**src/rtl/ps2_rx_fifo.sv**
```systemverilog
// PS/2 receiver: synchronizes and debounces the PS/2 clock, decodes 11-bit
// odd-parity frames and queues good bytes in a 4-entry first-word-fall-through FIFO.
module ps2_rx_fifo #(
  parameter int FILTER_LEN = 4,
  parameter int TIMEOUT    = 4096
) (
  input  logic       clk,
  input  logic       rst_n,
  input  logic       ps2clk,
  input  logic       ps2dat,
  input  logic       rd_en,
  output logic [7:0] rd_data,
  output logic       rd_valid,
  output logic [2:0] count,
  output logic       busy,
  output logic       frame_err,
  output logic       overflow
);

  localparam int FW = $clog2(FILTER_LEN + 1);
  localparam int TW = $clog2(TIMEOUT + 1);

  typedef enum logic [1:0] {S_IDLE, S_DATA, S_PARITY, S_STOP} state_e;

  logic          clk_s1_q, clk_s2_q, dat_s1_q, dat_s2_q;
  logic          filt_q, filt_d;
  logic [FW-1:0] fcnt_q, fcnt_d;
  logic          sample;

  state_e        state_q, state_d;
  logic [2:0]    bit_q, bit_d;
  logic [7:0]    shreg_q, shreg_d;
  logic          par_q, par_d;
  logic [TW-1:0] tcnt_q, tcnt_d;
  logic          err_q, err_d;
  logic          push;

  logic [3:0][7:0] mem_q;
  logic [1:0]      wr_ptr_q, rd_ptr_q;
  logic [2:0]      count_q, count_d;
  logic            ovf_q, ovf_d;
  logic            pop, full, do_push;

  // Both pins idle high, so synchronizers reset to 1 to avoid a fake edge.
  always_ff @(posedge clk or negedge rst_n) begin
    if (!rst_n) begin
      clk_s1_q <= 1'b1;
      clk_s2_q <= 1'b1;
      dat_s1_q <= 1'b1;
      dat_s2_q <= 1'b1;
    end else begin
      clk_s1_q <= ps2clk;
      clk_s2_q <= clk_s1_q;
      dat_s1_q <= ps2dat;
      dat_s2_q <= dat_s1_q;
    end
  end

  // fcnt counts consecutive samples that disagree with the filtered level.
  always_comb begin
    filt_d = filt_q;
    fcnt_d = '0;
    if (clk_s2_q != filt_q) begin
      if (fcnt_q == FW'(FILTER_LEN - 1)) filt_d = clk_s2_q;
      else                               fcnt_d = fcnt_q + 1'b1;
    end
  end

  assign sample = filt_q & ~filt_d;

  always_ff @(posedge clk or negedge rst_n) begin
    if (!rst_n) begin
      filt_q <= 1'b1;
      fcnt_q <= '0;
    end else begin
      filt_q <= filt_d;
      fcnt_q <= fcnt_d;
    end
  end

  always_comb begin
    state_d = state_q;
    bit_d   = bit_q;
    shreg_d = shreg_q;
    par_d   = par_q;
    tcnt_d  = '0;
    err_d   = 1'b0;
    push    = 1'b0;
    if (state_q != S_IDLE && !sample) tcnt_d = tcnt_q + 1'b1;
    case (state_q)
      S_IDLE: begin
        if (sample && !dat_s2_q) begin
          state_d = S_DATA;
          bit_d   = '0;
        end
      end
      S_DATA: begin
        if (sample) begin
          shreg_d = {dat_s2_q, shreg_q[7:1]};
          bit_d   = bit_q + 1'b1;
          if (bit_q == 3'd7) state_d = S_PARITY;
        end
      end
      S_PARITY: begin
        if (sample) begin
          par_d   = dat_s2_q;
          state_d = S_STOP;
        end
      end
      S_STOP: begin
        if (sample) begin
          if ((^shreg_q ^ par_q) && dat_s2_q) push  = 1'b1;
          else                                err_d = 1'b1;
          state_d = S_IDLE;
        end
      end
      default: state_d = S_IDLE;
    endcase
    // Line stalled mid-frame: abandon the partial byte.
    if (state_q != S_IDLE && !sample && tcnt_q == TW'(TIMEOUT - 1)) begin
      state_d = S_IDLE;
      err_d   = 1'b1;
      tcnt_d  = '0;
    end
  end

  always_ff @(posedge clk or negedge rst_n) begin
    if (!rst_n) begin
      state_q <= S_IDLE;
      bit_q   <= '0;
      shreg_q <= '0;
      par_q   <= 1'b0;
      tcnt_q  <= '0;
      err_q   <= 1'b0;
    end else begin
      state_q <= state_d;
      bit_q   <= bit_d;
      shreg_q <= shreg_d;
      par_q   <= par_d;
      tcnt_q  <= tcnt_d;
      err_q   <= err_d;
    end
  end

  // A pop on the same edge frees a slot, so a push into a full FIFO still lands.
  assign pop     = rd_en && (count_q != 3'd0);
  assign full    = (count_q == 3'd4);
  assign do_push = push && (!full || pop);
  assign ovf_d   = ovf_q | (push & full & ~pop);
  assign count_d = count_q + {2'b00, do_push} - {2'b00, pop};

  always_ff @(posedge clk or negedge rst_n) begin
    if (!rst_n) begin
      mem_q    <= '0;
      wr_ptr_q <= '0;
      rd_ptr_q <= '0;
      count_q  <= '0;
      ovf_q    <= 1'b0;
    end else begin
      if (do_push) begin
        mem_q[wr_ptr_q] <= shreg_q;
        wr_ptr_q        <= wr_ptr_q + 1'b1;
      end
      if (pop) rd_ptr_q <= rd_ptr_q + 1'b1;
      count_q <= count_d;
      ovf_q   <= ovf_d;
    end
  end

  assign rd_data   = mem_q[rd_ptr_q];
  assign rd_valid  = (count_q != 3'd0);
  assign count     = count_q;
  assign busy      = (state_q != S_IDLE);
  assign frame_err = err_q;
  assign overflow  = ovf_q;

endmodule

```
**config.mk**
```make
export PLATFORM = sky130hd
export DESIGN_NAME = ps2_rx_fifo
export DESIGN_NICKNAME = d
export VERILOG_FILES = /design/src/rtl/ps2_rx_fifo.sv
export SDC_FILE = /design/constraint.sdc
export NUM_CORES = 1
export LEC_CHECK = 0
export CORE_ASPECT_RATIO = 1.4
export CORE_MARGIN = 4
export CORE_UTILIZATION = 59
export DETAILED_ROUTE_END_ITERATION = 12
export PLACE_DENSITY = 0.79
export SYNTH_ARGS = -nofsm -noshare
export SYNTH_HDL_FRONTEND = slang
export SYNTH_SLANG_ARGS = --single-unit
```
**constraint.sdc**
```tcl
create_clock -name clk -period 3 [get_ports clk]
set_input_delay 0.3 -clock clk [delete_from_list [all_inputs] [get_ports clk]]
set_output_delay 0.3 -clock clk [all_outputs]
set_load 0.05 [all_outputs]
```
==> impl_results.md <==
* DR vias/cell at approximately 5.7
* Final #Nets at 302
* Async SR Flop Fraction at 1.00
* Area share of the largest cell type after synthesis at 0.502
* Min Tclk post-route at about 2.6 ns
* Worst skew pair latency at between 0.3 and 0.4 ns
* Fin. Hold Viols at 0
* # rows at 33
* Top delay family on crit path: XOR/XNOR gates
* Count leader, synth: dfrtp_1
* Routability cong. at just under 0.8
* Clock tree buffer depth at 2
* Critical path arrival at 2.87 ns
* Initial antenna violation count at 0
* Routed wire length per instance at 16.2 um
* Num CTS Buffers at 9
* WHS at 0.0984 ns
* YS warnings at 0
* First-pass GRT wire length at 10100 um
* Largest net degree at the start of global routing at 77
* Post-CTS Hold Buffers at 0
* Fmax at 0.378 GHz
* First-pass DRT Iterations at 4
* Critical path capture point type: flop
* ANT cells at 0
* CP Launch Type: flop
* Total power at 2.81 mW
* Post CTS Setup Buffer Count at 0
* I/O Buffers at 19
* CTS resizes at 0
* Post-DRT Antenna Nets at 0
* Worst path buffer plus inverter count at 1
* Fin crit share at 0.881
* Pre-CTS setup slack at 0.363 ns
* Clock transition at path regs at 0.08 ns
* Worst-Margin Slew at 0.925 ns
* DPL Wire Length at about 3900 um
* Clk sinks at 76
* CTS tree: yes
* Hold Path Class: input pin to async pin
* Mapped Nets at 273
* Peak supply drop at 355 uV
* Total core area at 5860 um2
* Sequential share of the synthesized area at 0.539
* Gr ovfl total at 0
* Leading area contributor after synthesis: dfrtp_1
* Detailed-route via count at 2029
* Initial Util at 0.604
* Max-Cap Viols at 0
* Vias in the first global route at 2136
* Ys flop type: dfrtp_1
* I/O pins at 20
* Total Wirelength at between 5000 and 6000 um
* Setup WS post-layout at 0.357 ns
* Top post-synthesis cells by area: dfrtp_1 50%, mux2_2 14%, mux4_2 5.1%
* Leakage power at ~1.9 nW
* Yosys cell types at 44
* Layout cell share with drive strength beyond 1 at 0.300
* Root Buffer: clkbuf_8
* Iteration-0 DRC Markers at 89
* DRC viols at 0
* Area grow syn2layout at 13.5%
* Fillers at 430
* H-tree depth at 3
* Max transition margin at 0.383
* Setup violations, final at 0
* Cells after Synth at 253
* Unrepaired setup endpoints after global routing: false
* Number of synthesized flops with an enable pin at 0
* CP Max Fanout at 7
* Max incr delay on CP at 0.49 ns
* Syn Area/Cell at 14.0 um2
* Setup Skew at 0.0106 ns
* CP max-delay cell: xnor3_2
* Die Ht at 99.7 um
* Pwr Density at 700 nW/um2
* Slew Limit Fails at 0
* CP Class: flop to flop
* Syn Std Cell Area at 3540 um2
* Full die area at 7320 um2
* Crit path cell chain: xnor2_1 > xnor3_2 > xnor2_4 > nand3_1 > ha_1 > inv_1 > ha_1 > fa_1 > xnor2_1
* Die width at around 73 um
* Final setup TNS at 0 ns
* Commonest cells post-synth: 71 x dfrtp_1, 43 x mux2_2, 14 x ha_1
* Gr usage total at 0.182
* Synthesized flop and latch total at 76
* Worst path required time at 3.23 ns
* Status: completed
==> kinds of logic after synthesis <==
logic type | count (synthesis) | share of synthesized area
flip-flops | 76 | 0.539
AND/OR/NAND/NOR | 53 | 0.0975
multiplexers | 52 | 0.190
XOR/XNOR | 22 | 0.0639
buffers and inverters | 18 | 0.0198
AO/OA/AOI/OAI | 17 | 0.0346
adder cells (fa/ha/maj) | 15 | 0.0551
==> where the power goes <==
part           leakage [nW]  switching [mW]  internal, mW
registers              1.02           0.119          1.13
clock network        0.0971           0.355         0.382
logic                 0.794           0.477         0.349
total                  1.91           0.950          1.86
==> final cells by class <==
class,count,area [um2],area share
flip-flops and latches,76,1910,0.475
multi-input cells,159,1560,0.389
repair buffers,25,233,0.0579
clock buffers,11,131,0.0327
well taps,70,87.6,0.0218
clock inverters,5,53.8,0.0134
inverters,11,41.3,0.0103
==> path summary, 6_finish.rpt <==
kind	startpoint	to	slack [ns]	cells after the start
max in group asynchronous	rst_n	shreg_q[3]	2.31	1
worst max-delay path	shreg_q[2]	count[2]	0.36	9
worst max register to register	shreg_q[2]	count[2]	0.36	9
worst min-delay path	rst_n	frame_err	0.1	1
min in group clk	dat_s1_q	dat_s2_q	0.36	0
worst min register to register	dat_s1_q	dat_s2_q	0.36	0
==> placed cells by master (no fill, tap or decap), types with 3 or more instances in the layout <==
| cell type | count |
|---|---|
| clkdlybuf4s50_1 | 18 |
| nand3_1 | 5 |
| clkbuf_8 | 9 |
| ha_1 | 14 |
| nor2_1 | 13 |
| nor2b_1 | 3 |
| inv_1 | 11 |
| xor2_1 | 10 |
| mux4_2 | 8 |
| nand4_4 | 4 |
| mux2_2 | 43 |
| nand4_1 | 3 |
| and3_1 | 3 |
| xnor2_1 | 10 |
| dfrtp_1 | 71 |
| o21ai_0 | 3 |
| dfstp_2 | 5 |
| a21oi_1 | 3 |
| nand2_1 | 9 |
| buf_4 | 7 |
| clkinv_2 | 3 |
==> per-layer routing <==
metal | wire, um | vias up | share of wire | track usage
met3 | 165 | 8 | 0.028 | 0.0344
met1 | 2710 | 1031 | 0.47 | 0.246
met2 | 2830 | 25 | 0.49 | 0.281
met5 | 0 | - | 0 | 0
met4 | 93 | 0 | 0.016 | 0.0879
li1 | - | 965 | - | -
==> through the flow <==
step	instance area, um2	std cells	util
after floorplan	3540	253	-
after global placement	3830	341	0.654
after detailed placement	3830	341	0.654
after CTS	4020	357	0.685
after global routing	4020	357	0.685
final	4020	357	0.685
==> sequential cells by signal, summed over array words and instances, names as in the netlist, 2 cells and up <==
signal    count
shreg_q       8
tcnt_q       13
rd_ptr_q      2
bit_q         3
mem_q        32
count         3
fcnt_q        3
wr_ptr_q      2
state_q       2
Note: power is estimated with default switching activity, not from simulation.
